--- config.mk ---
export PLATFORM = sky130hd
export DESIGN_NAME = step_controller
export DESIGN_NICKNAME = d
export VERILOG_FILES = /design/src/rtl/step_pkg.sv /design/src/rtl/key_debouncer.sv /design/src/rtl/step_controller.sv
export SDC_FILE = /design/constraint.sdc
export NUM_CORES = 1
export LEC_CHECK = 0
export ABC_AREA = 1
export BUFFER_PORTS_ARGS = -buffer_cell sky130_fd_sc_hd__buf_2
export CAP_MARGIN = 20
export CORE_MARGIN = 2
export CORE_UTILIZATION = 50
export DETAILED_ROUTE_END_ITERATION = 10
export GPL_TIMING_DRIVEN = 1
export PLACE_DENSITY = 0.77
export REMOVE_ABC_BUFFERS = 1
export SYNTH_ARGS = -nofsm -noshare
export SYNTH_HDL_FRONTEND = slang
export SYNTH_SLANG_ARGS = --single-unit
--- constraint.sdc ---
create_clock -name clk -period 2.8 [get_ports clk]
set_clock_uncertainty 0.1 [all_clocks]
set_input_delay 0.28 -clock clk [delete_from_list [all_inputs] [get_ports clk]]
set_output_delay 0.28 -clock clk [all_outputs]
set_load 0.01 [all_outputs]
--- src/rtl/step_pkg.sv ---
// Shared types and constants for the front-panel step controller.
// Debouncer state encoding and synchronizer depth.
package step_pkg;

  localparam int SYNC_STAGES = 2;

  typedef enum logic [1:0] {
    RELEASED,
    PRESS_WAIT,
    PRESSED,
    RELEASE_WAIT
  } key_state_t;

endpackage

--- src/rtl/key_debouncer.sv ---
// Synchronizes one raw active-low key and qualifies it into
// a single-cycle press pulse.
module key_debouncer
  import step_pkg::*;
#(
  parameter int DEBOUNCE_CYCLES = 1_000_000
) (
  input  logic clk,
  input  logic reset_n,
  input  logic key_n,
  output logic press
);

  localparam int CW = $clog2(DEBOUNCE_CYCLES);
  localparam logic [CW-1:0] TC = CW'(DEBOUNCE_CYCLES - 1);

  logic [SYNC_STAGES-1:0] sync;
  logic                   synced;
  key_state_t             state;
  key_state_t             state_nx;
  logic [CW-1:0]          cnt;
  logic [CW-1:0]          cnt_nx;

  always_ff @(posedge clk or negedge reset_n) begin
    if (!reset_n) begin
      sync <= '1;
    end else begin
      sync <= {sync[SYNC_STAGES-2:0], key_n};
    end
  end

  assign synced = sync[SYNC_STAGES-1];

  always_ff @(posedge clk or negedge reset_n) begin
    if (!reset_n) begin
      state <= RELEASED;
      cnt   <= '0;
    end else begin
      state <= state_nx;
      cnt   <= cnt_nx;
    end
  end

  // Counter only advances below TC, so it can never wrap.
  always_comb begin
    state_nx = state;
    cnt_nx   = cnt;
    press    = 1'b0;
    unique case (state)
      RELEASED: begin
        if (!synced) begin
          state_nx = PRESS_WAIT;
          cnt_nx   = '0;
        end
      end
      PRESS_WAIT: begin
        if (synced) begin
          state_nx = RELEASED;
        end else if (cnt == TC) begin
          state_nx = PRESSED;
          press    = 1'b1;
        end else begin
          cnt_nx = cnt + 1'b1;
        end
      end
      PRESSED: begin
        if (synced) begin
          state_nx = RELEASE_WAIT;
          cnt_nx   = '0;
        end
      end
      RELEASE_WAIT: begin
        if (!synced) begin
          state_nx = PRESSED;
        end else if (cnt == TC) begin
          state_nx = RELEASED;
        end else begin
          cnt_nx = cnt + 1'b1;
        end
      end
      default: begin
        state_nx = RELEASED;
        cnt_nx   = '0;
      end
    endcase
  end

endmodule

--- src/rtl/step_controller.sv ---
// Front-panel step controller: debounced manual step, auto-run
// mode with a fixed divider, and a strobe counter.
module step_controller
  import step_pkg::*;
#(
  parameter int DEBOUNCE_CYCLES = 1_000_000,
  parameter int RUN_DIV         = 25_000_000
) (
  input  logic       clk,
  input  logic       reset_n,
  input  logic       key_step_n,
  input  logic       key_mode_n,
  output logic       step,
  output logic       running,
  output logic [7:0] step_count
);

  localparam int DW = $clog2(RUN_DIV);
  localparam logic [DW-1:0] DIV_TC = DW'(RUN_DIV - 1);

  logic          step_press;
  logic          mode_press;
  logic [DW-1:0] div;
  logic          div_tc;
  logic          step_nx;

  key_debouncer #(
    .DEBOUNCE_CYCLES(DEBOUNCE_CYCLES)
  ) u_step_key (
    .clk    (clk),
    .reset_n(reset_n),
    .key_n  (key_step_n),
    .press  (step_press)
  );

  key_debouncer #(
    .DEBOUNCE_CYCLES(DEBOUNCE_CYCLES)
  ) u_mode_key (
    .clk    (clk),
    .reset_n(reset_n),
    .key_n  (key_mode_n),
    .press  (mode_press)
  );

  assign div_tc = running && (div == DIV_TC);

  // A mode toggle suppresses the divider strobe; a coincident
  // step press still counts if we were in manual mode.
  always_comb begin
    step_nx = 1'b0;
    if (mode_press) begin
      step_nx = step_press && !running;
    end else if (running) begin
      step_nx = div_tc;
    end else begin
      step_nx = step_press;
    end
  end

  always_ff @(posedge clk or negedge reset_n) begin
    if (!reset_n) begin
      step       <= 1'b0;
      running    <= 1'b0;
      step_count <= '0;
      div        <= '0;
    end else begin
      step       <= step_nx;
      step_count <= step_count + {7'd0, step_nx};
      if (mode_press) begin
        running <= !running;
        div     <= '0;
      end else if (running) begin
        div <= div_tc ? '0 : div + 1'b1;
      end
    end
  end

endmodule

==> results.cfg, run 1 <==
[logic_synthesis]
ys_warn_count = 0
synthArstFlopShare = 1.000
synth_top_family_by_area = simple AND/OR/NAND/NOR gates
synthTopCellsByArea = dfrtp_1 38%, nand2_1 16%, nor2_1 8.2%
postSynthAreaPerCell_um2 = 7.014
synth_top_area_frac = 0.3804
synthAdderAreaFrac = 0.01204
synth_cells = 741
ys_ff_latch = 83
synth-simple-area-share = 0.3883
muxShareOfSynthArea = 0
ys_types = 38
ys_seq_area_frac = 0.4006
synthXorXnorAreaFrac = 0.05898
synth_top_area_cell = dfrtp_1
synth_edf_count = 0
synth_compound_area_frac = 0.06572
syn_area_um2 = 5197
synth_ff_type = dfrtp_1

[critical_path]
crit_arrival_ps = 2740
max_stage_delay_ps = 430
end_kind = flop
cp_slowest_cell = dfrtp_1
cp_max_fo = 7
reg2reg_slack_ps = 220
start_kind = flop
cp_cell_sequence = ha_1, nand3_1, nor2_1, nand3b_1, nor2_4, nand2_1, nand2_1, o31ai_2, buf_4, ha_1, and3_1, nand4_1, nor2_1, xor2_1
r2r_start = u_mode_key.cnt[0]$_DFFE_PN0P_
cp_top_family = simple AND/OR/NAND/NOR gates
path_class = reg2reg
worstReg2RegEnd = step_count[7]$_DFF_PN0_
cp.required_ps = 2960
reg2reg_depth = 14
crit_buf_inv = 1

[route]
drtIter0Drc = 322
post_drt_wl_per_cell_um = 12.46
routed_wirelength_um = 11190
dr.pass1.iters = 5
drc = 0
ant_nets = 0
via_per_inst = 5.252
num_vias = 4716

[clock_tree]
clock-root-buffer = clkbuf_8
cts_buffer_depth = 2
cts_buffers = 9
h-tree-depth = 3
cts_sinks = 83
post-cts-setup-buffer-count = 0
insertion_delay_ps = 370
cts_tree = yes
clkTransAtPathRegs_ps = 100

[timing]
finalCritPeriodShare = 0.9207
hold_viol_final = 0
fin_crit_ps = 2578
slew-limit-headroom = 0.6852
max_freq_ghz = 0.3879
setup_viol = 0
tns_ps = 0
rsz0062_at_grt = false
max_slew.worst_pin.slew_ps = 470.4
final_max_slew_viol_count = 0

[final_layout]
drive_above_1_share = 0.09055
area_delta_synth_final_pct = 8.065
fillerInstances = 990
design_area_um2 = 5617
diodes = 0
fin_nets = 766
regArea_um2 = 2082
multiInputGateArea_um2 = 2736
post-route-util = 0.5515

[run_status]
run_status = completed

[global_routing]
use_met1 = 0.2780
grt_pass1_vias = 4496
grt_overflow = 0
busiest_layer = met2
grt_pass1_wl_um = 19820
grt_max_degree = 84
use_met2 = 0.3608
antenna_found_initial = 0
grtUsageTotal = 0.2153
met3_usage = 0.02759

[hold_path]
whs_endpoint = u_mode_key.sync[1]$_DFF_PN1_
worstHoldStart = u_mode_key.sync[0]$_DFF_PN1_
hold_path.class = reg2reg
hold_depth = 0

[place]
gp_congestion = 0.9241
placed_cell_area_um2 = 5360
io_buffers = 13
dp_hpwl_um = 8097

[floorplan]
die_h_um = 106.0
row_count = 37
dieWidth_um = 106.0
die-area_um2 = 11230
coreArea_um2 = 10180
start_util = 0.5103
io_pins = 14

[flow_run]
maxCapViolCount = 0

[power_and_ir_drop]
peakVddDrop_uv = 216.6
powerDensity_nw_per_um2 = 387.6
p_leak_nw = 2.407
power_w = 0.002177
registers in the layout (all words and copies together) (netlist names), named ones only:
name	count
div	25
running	1
step	1
step_count	8
u_mode_key.cnt	20
u_mode_key.state	1
u_mode_key.sync	2
u_step_key.cnt	20
u_step_key.state	1
u_step_key.sync	2
metal layers:
metal	vias to the layer above	wire (um)	part of all wire
li1	2398	-	-
met1	2195	5103	0.46
met2	100	5435	0.49
met3	23	408	0.036
met4	0	244	0.022
met5	-	0	0
report_power, final:
part / internal [W] / switching [W] / leakage (nW)
combinational: 0.0000278 / 0.0000688 / 1.17
clock: 0.000348 / 0.000502 / 0.0962
sequential: 0.00121 / 0.0000152 / 1.14
total: 0.00159 / 0.000586 / 2.41
cells in the mapped netlist, types with 4 or more instances:
master      n
buf_2       6
buf_6       5
dfrtp_1    79
dfstp_2     4
ha_1        5
inv_1      61
nand2_1   221
nand3_1    85
nand3b_1    5
nand4_1    15
nor2_1    114
nor2_2      4
nor3_1      8
o21ai_0    43
o21ai_1     8
or2_2       5
xnor2_1     9
xor2_1     26
final cells by class:
| cell class | instances | area share |
|---|---|---|
| inverter | 67 | 0.04611 |
| clock inverter | 7 | 0.01203 |
| sequential | 83 | 0.3707 |
| timing repair buffer | 24 | 0.03163 |
| clock buffer | 9 | 0.02205 |
| multi-input combinational | 572 | 0.4872 |
| tap | 136 | 0.03030 |
kinds of logic after synthesis:
kind of cell	after synthesis
AOI/OAI and AO/OA	63
adders and majority gates	5
buffers and inverters	86
DFF	83
and+or+nand+nor	469
xor gates and xnor gates	35
worst max-delay path by stage:
stage | end | slack [ps] | from | depth (start not counted)
final | step_count[7]$_DFF_PN0_ | 220 | u_mode_key.cnt[0]$_DFFE_PN0P_ | 14
after global placement | step_count[7]$_DFF_PN0_ | 190 | u_step_key.cnt[0]$_DFFE_PN0P_ | 13
after CTS | step_count[7]$_DFF_PN0_ | 110 | u_step_key.cnt[0]$_DFFE_PN0P_ | 13
after floorplan | step_count[7]$_DFF_PN0_ | 400 | u_step_key.cnt[0]$_DFFE_PN0P_ | 12
after global routing | step_count[7]$_DFF_PN0_ | 5 | u_mode_key.cnt[0]$_DFFE_PN0P_ | 14
after detailed placement | step_count[7]$_DFF_PN0_ | 120 | u_step_key.cnt[0]$_DFFE_PN0P_ | 13
cells in the final DEF (no fill, tap or decap), types with 8 or more instances in the layout:
cell	n
nand2_1	221
inv_1	61
buf_2	12
nand3_1	85
clkbuf_8	9
nor3_1	8
buf_4	8
xnor2_1	9
xor2_1	26
dfrtp_1	79
nand4_1	15
nor2_1	114
o21ai_1	8
o21ai_0	43
metrics by stage:
stage	hold WS (ps)	setup WS, ps	instances
final	260.0	222.0	898
after global routing	271.3	5.000	898
after global placement	246.9	185.5	878
after floorplan	-115.6	402.8	722
after detailed placement	246.8	123.2	878
after CTS	21.42	108.0	896
timing repair:
action / 4_1_cts / 5_1_grt
hold endpoints to repair: 2 / 32
resized for setup: 0 / 2
endpoints found under the setup margin: 0 / 1
hold buffers: 2 / 1
Note: power is estimated with default switching activity, not from simulation.
==> inputs of run 2 (changes only) <==
--- a/config.mk
+++ b/config.mk
@@ -8,11 +8,13 @@
 export ABC_AREA = 1
 export BUFFER_PORTS_ARGS = -buffer_cell sky130_fd_sc_hd__buf_2
 export CAP_MARGIN = 20
+export CELL_PAD_IN_SITES_DETAIL_PLACEMENT = 1
+export CELL_PAD_IN_SITES_GLOBAL_PLACEMENT = 1
 export CORE_MARGIN = 2
-export CORE_UTILIZATION = 50
+export CORE_UTILIZATION = 46
 export DETAILED_ROUTE_END_ITERATION = 10
 export GPL_TIMING_DRIVEN = 1
-export PLACE_DENSITY = 0.77
+export PLACE_DENSITY = 0.91
 export REMOVE_ABC_BUFFERS = 1
 export SYNTH_ARGS = -nofsm -noshare
 export SYNTH_HDL_FRONTEND = slang
==> results.cfg, run 2 (synthesis gave the netlist of run 1 again) <==
[run_status]
run_status = completed

[global_routing]
grt_max_degree = 47
grt_pass1_vias = 5088
grt_pass1_wl_um = 24120
grt_overflow = 0
antenna_found_initial = 0
grtUsageTotal = 0.2567

[final_layout]
area_delta_synth_final_pct = 9.726
fin_nets = 764
mostFrequentLayoutCell = nand2_1
regMostFlops = div
largest_reg_flops = 25
drive_above_1_share = 0.08816
post-route-util = 0.5215
diodes = 0
layout_common_cells = 221 x nand2_1, 114 x nor2_1, 85 x nand3_1
largest_registers = div: 25 flops, u_mode_key.cnt: 20 flops, u_step_key.cnt: 20 flops

[critical_path]
cp_cell_sequence = ha_1, nand3_1, nor2_1, nand3b_1, nor2_4, nand2_1, nand2_1, o31ai_4, ha_1, and3_2, nand4_1, nor2_1, xor2_1
cp.required_ps = 2930
path_class = reg2reg
start_kind = flop
r2r_start = u_mode_key.cnt[0]$_DFFE_PN0P_
cp_slowest_cell = dfrtp_1
reg2reg_depth = 13
worstReg2RegEnd = step_count[7]$_DFF_PN0_
max_stage_delay_ps = 420
end_kind = flop
cp_max_fo = 5
reg2reg_slack_ps = 270
crit_arrival_ps = 2660

[floorplan]
die-area_um2 = 12170
die_h_um = 110.3
coreArea_um2 = 10940
io_pins = 14
row_count = 38
dieWidth_um = 110.3
start_util = 0.4753

[power_and_ir_drop]
p_leak_nw = 2.430
peakVddDrop_uv = 287.4
powerDensity_nw_per_um2 = 435.4

[timing]
tns_ps = 0
fin_crit_ps = 2532
finalCritPeriodShare = 0.9043
setup_viol = 0
hold_viol_final = 0
slew-limit-headroom = 0.6456
max_slew.worst_pin.slew_ps = 531.6
max_freq_ghz = 0.3950
final_max_slew_viol_count = 0
rsz0062_at_grt = false

[clock_tree]
clkTransAtPathRegs_ps = 60
insertion_delay_ps = 350
clock-root-buffer = clkbuf_16
h-tree-depth = 3
cts_buffers = 9
post-cts-setup-buffer-count = 0
cts_buffer_depth = 2
cts_tree = yes
cts_sinks = 83

[route]
drc = 0
ant_nets = 0
drtIter0Drc = 389
via_per_inst = 5.490
num_vias = 4941
dr.pass1.iters = 5
post_drt_wl_per_cell_um = 16.21
routed_wirelength_um = 14590

[place]
gp_congestion = 0.8964
dp_hpwl_um = 10560
io_buffers = 13

[flow_run]
maxCapViolCount = 0

[hold_path]
whs_endpoint = u_mode_key.sync[1]$_DFF_PN1_
worstHoldStart = u_mode_key.sync[0]$_DFF_PN1_
hold_depth = 0
hold_path.class = reg2reg
-- run 2: changes by cell type in the layout (fill, tap and decap cells not counted), sizes merged --
cell,before,now
clkinvlp,1,2
clkbuf,9,11
buf,21,19
inv,70,67
-- run 2: worst max path at each step --
stage	startpoint	to	slack [ps]	cells past startpoint
detailed placement	u_step_key.cnt[0]$_DFFE_PN0P_	step_count[7]$_DFF_PN0_	50	12
global placement	u_step_key.cnt[0]$_DFFE_PN0P_	step_count[7]$_DFF_PN0_	210	12
CTS	u_step_key.cnt[0]$_DFFE_PN0P_	step_count[7]$_DFF_PN0_	100	12
global route	u_step_key.cnt[0]$_DFFE_PN0P_	step_count[7]$_DFF_PN0_	40	12
floorplan	u_step_key.cnt[0]$_DFFE_PN0P_	step_count[7]$_DFF_PN0_	400	12
finish	u_mode_key.cnt[0]$_DFFE_PN0P_	step_count[7]$_DFF_PN0_	270	13
-- run 2: worst max-delay path, delay by kind of cell (launching register included) --
family          cells  cell delay [ps]
fa+ha+maj           2              390
simple gates        9             1260
flops               1              420
compound gates      1              110
xor+xnor            1              130
-- run 2: timing repair --
item,CTS,global route
resized for setup,1,4
endpoints found under the setup margin,1,2
endpoints found under the hold margin,37,0
hold buffers,3,0
pin swaps,0,0
-- run 2: power breakdown --
group,total (W),internal [W],switching (W),leakage (nW)
registers,0.00123,0.00122,0.0000152,1.14
logic,0.000102,0.0000272,0.0000750,1.16
clock network,0.00115,0.000631,0.000519,0.133
-- run 2: area by class of cell --
cell class,instances,area (um^2)
Clock inverter,5,37.54
Timing Repair Buffer,22,155.1
Clock buffer,11,242.7
Inverter,67,259.0
Sequential cell,83,2082
Tap cell,140,175.2
Multi-Input combinational cell,572,2751
Fill cell,1442,5233
-- run 2: metal layers --
layer  wire length, um  vias to the layer above  track usage
li1                  -                     2397            -
met1              6547                     2433       0.3170
met2              7320                       86       0.4474
met3               384                       25      0.03469
met4               335                        0       0.1116
met5                 0                        -            0
-- run 2: per-stage QoR --
stage          instances  cell area (um^2)  setup WS [ps]  hold slack [ps]  power [W]
5_1_grt              900              5703          36.08            263.6   0.002567
4_1_cts              900              5685          100.4            256.9   0.002501
3_5_place_dp         881              5370          52.67            194.6   0.001353
6_report             900              5703          268.1            256.4   0.002483
2_1_floorplan        722              5070          402.8           -115.6   0.001298
3_3_place_gp         881              5370          205.7            186.1   0.001348
==> inputs of run 3 (changes only) <==
--- a/config.mk
+++ b/config.mk
@@ -11,10 +11,10 @@
 export CELL_PAD_IN_SITES_DETAIL_PLACEMENT = 1
 export CELL_PAD_IN_SITES_GLOBAL_PLACEMENT = 1
 export CORE_MARGIN = 2
-export CORE_UTILIZATION = 46
+export CORE_UTILIZATION = 45
 export DETAILED_ROUTE_END_ITERATION = 10
 export GPL_TIMING_DRIVEN = 1
-export PLACE_DENSITY = 0.91
+export PLACE_DENSITY = 0.9
 export REMOVE_ABC_BUFFERS = 1
 export SYNTH_ARGS = -nofsm -noshare
 export SYNTH_HDL_FRONTEND = slang
==> constraint.sdc (replaced) <==
create_clock -name clk -period 2.9 [get_ports clk]
set_clock_uncertainty 0.1 [all_clocks]
set_input_delay 0.29 -clock clk [delete_from_list [all_inputs] [get_ports clk]]
set_output_delay 0.29 -clock clk [all_outputs]
set_load 0.01 [all_outputs]
==> results.cfg, run 3 (synthesis gave the netlist of run 1 again) <==
[run_status]
run_status = completed

[timing]
final_max_slew_viol_count = 0
fin_crit_ps = 2600
tns_ps = 0
max_slew.worst_pin.slew_ps = 577.3
hold_viol_final = 0
max_freq_ghz = 0.3846
slew-limit-headroom = 0.6152
rsz0062_at_grt = false
setup_viol = 0
finalCritPeriodShare = 0.8965
setup_ws_ps = 300.1

[power_and_ir_drop]
p_leak_nw = 2.450
peakVddDrop_uv = 478.5
p_int_w = 0.002035
swShare = 0.2217
powerDensity_nw_per_um2 = 456.3
clkPwrFrac = 0.507
pwr-share-comb = 0.038
p_sw_w = 0.0005797
pwr-share-seq = 0.455

[final_layout]
regMostFlops = div
largest_registers = div: 25 flops, u_mode_key.cnt: 20 flops, u_step_key.cnt: 20 flops
largest_reg_flops = 25
area_delta_synth_final_pct = 10.26
fin_nets = 764
layout_common_cells = 221 x nand2_1, 114 x nor2_1, 85 x nand3_1
design_area_um2 = 5731
diodes = 0
mostFrequentLayoutCell = nand2_1
drive_above_1_share = 0.08564

[critical_path]
cp_top_family = simple AND/OR/NAND/NOR gates
cp_max_fo = 6
reg2reg_slack_ps = 300
end_kind = flop
cp_slowest_cell = dfrtp_1
cp_cell_sequence = ha_2, nand2_2, nor2_2, inv_2, nor2_2, nand3_2, o31ai_2, ha_1, and3_1, nand4_1, nor2_1, xor2_1
cp.required_ps = 3080
reg2reg_depth = 12
cp_common_cell = nor2_2
r2r_start = u_step_key.cnt[0]$_DFFE_PN0P_
worstReg2RegEnd = step_count[7]$_DFF_PN0_
path_class = reg2reg
start_kind = flop
max_stage_delay_ps = 410
crit_buf_inv = 1
crit_arrival_ps = 2780

[route]
wl_met2_um = 7979
wl_met1_um = 6614
drc = 0
met3_length_um = 391
ant_nets = 0
drtIter0Drc = 240
post_drt_wl_per_cell_um = 17.05
dr.pass1.iters = 5
via_per_inst = 5.503
num_vias = 4964
top_layer_used = met4
routed_wirelength_um = 15380

[clock_tree]
post-cts-setup-buffer-count = 0
clkTransAtPathRegs_ps = 70
cts_buffers = 9
h-tree-depth = 3
cts_buffer_depth = 2
cts_sinks = 83
insertion_delay_ps = 350
clock-root-buffer = clkbuf_16
cts_tree = yes

[hold_path]
hold_path.class = reg2reg
hold_depth = 0
whs_endpoint = u_mode_key.sync[1]$_DFF_PN1_
worstHoldStart = u_mode_key.sync[0]$_DFF_PN1_

[global_routing]
grt_pass1_wl_um = 26250
grt_pass1_vias = 5446
grtUsageTotal = 0.2609
antenna_found_initial = 0
grt_max_degree = 42
grt_overflow = 0

[floorplan]
coreArea_um2 = 11320
die_h_um = 111.5
row_count = 39
start_util = 0.4591
dieWidth_um = 111.5
io_pins = 14
die-area_um2 = 12430

[place]
pre_cts_ws_ps = 110.9
dp_hpwl_um = 10580
io_buffers = 13
placed_cell_area_um2 = 5361
gp_congestion = 0.9020

[flow_run]
maxCapViolCount = 0
## run 3: cell types whose count changed in the layout (fill, tap and decap cells not counted), sizes merged
cell,previous run,this run
clkbuf,11,10
inv,67,65
bufinv,0,3
clkinvlp,2,1
## run 3: timing repair
item / CTS / global route
endpoints found under the hold margin: 37 / 0
endpoints found under the setup margin: 0 / 2
hold buffers: 3 / 0
resized for setup: 0 / 2
## run 3: worst reg2reg max path, stage by stage (launching register included)
cell and delay, ps:
dfrtp_1 410, ha_2 270, nand2_2 80, nor2_2 160, inv_2 50, nor2_2 100
nand3_2 150, o31ai_2 300, ha_1 220, and3_1 240, nand4_1 150, nor2_1 140
xor2_1 170
## run 3: per-stage QoR
step                instances  power (W)  hold WS [ps]    util
detailed placement        884   0.001308         224.7  0.4736
floorplan                 722   0.001253        -105.6       -
global placement          884   0.001300         221.1  0.4736
finish                    902   0.002615         259.0  0.5062
CTS                       902   0.002640         260.8  0.5055
global route              902   0.002686         262.9  0.5062
## run 3: worst max path at each step
stage	endpoint	cells after the start	from	slack [ps]
floorplan	step_count[7]$_DFF_PN0_	12	u_step_key.cnt[0]$_DFFE_PN0P_	500
global placement	step_count[7]$_DFF_PN0_	12	u_step_key.cnt[0]$_DFFE_PN0P_	210
detailed placement	step_count[7]$_DFF_PN0_	12	u_step_key.cnt[0]$_DFFE_PN0P_	110
CTS	step_count[7]$_DFF_PN0_	12	u_step_key.cnt[0]$_DFFE_PN0P_	80
global route	step_count[7]$_DFF_PN0_	12	u_step_key.cnt[0]$_DFFE_PN0P_	40
finish	step_count[7]$_DFF_PN0_	12	u_step_key.cnt[0]$_DFFE_PN0P_	300
## run 3: final cells by class
cell class,instances,area [um^2]
clock buffer,10,229.0
clock inverter,5,102.6
fill,1465,5590
inverter,67,259.0
multi-input combinational,572,2736
sequential,83,2082
tap,143,178.9
timing repair buffer,22,142.6
## run 3: power groups by stage
stage / clock, W / combinational (W) / sequential (W)
floorplan: 0 / 0.0000426 / 0.00121
global placement: 0 / 0.0000918 / 0.00121
detailed placement: 0 / 0.0000971 / 0.00121
CTS: 0.00135 / 0.000102 / 0.00119
global route: 0.00138 / 0.000114 / 0.00119
finish: 0.00133 / 0.0000992 / 0.00119
## run 3: metal layers
layer | up-vias | track usage
met5 | - | 0
met4 | 0 | 0.1021
met3 | 32 | 0.05063
met2 | 73 | 0.4687
met1 | 2474 | 0.3076
li1 | 2385 | -
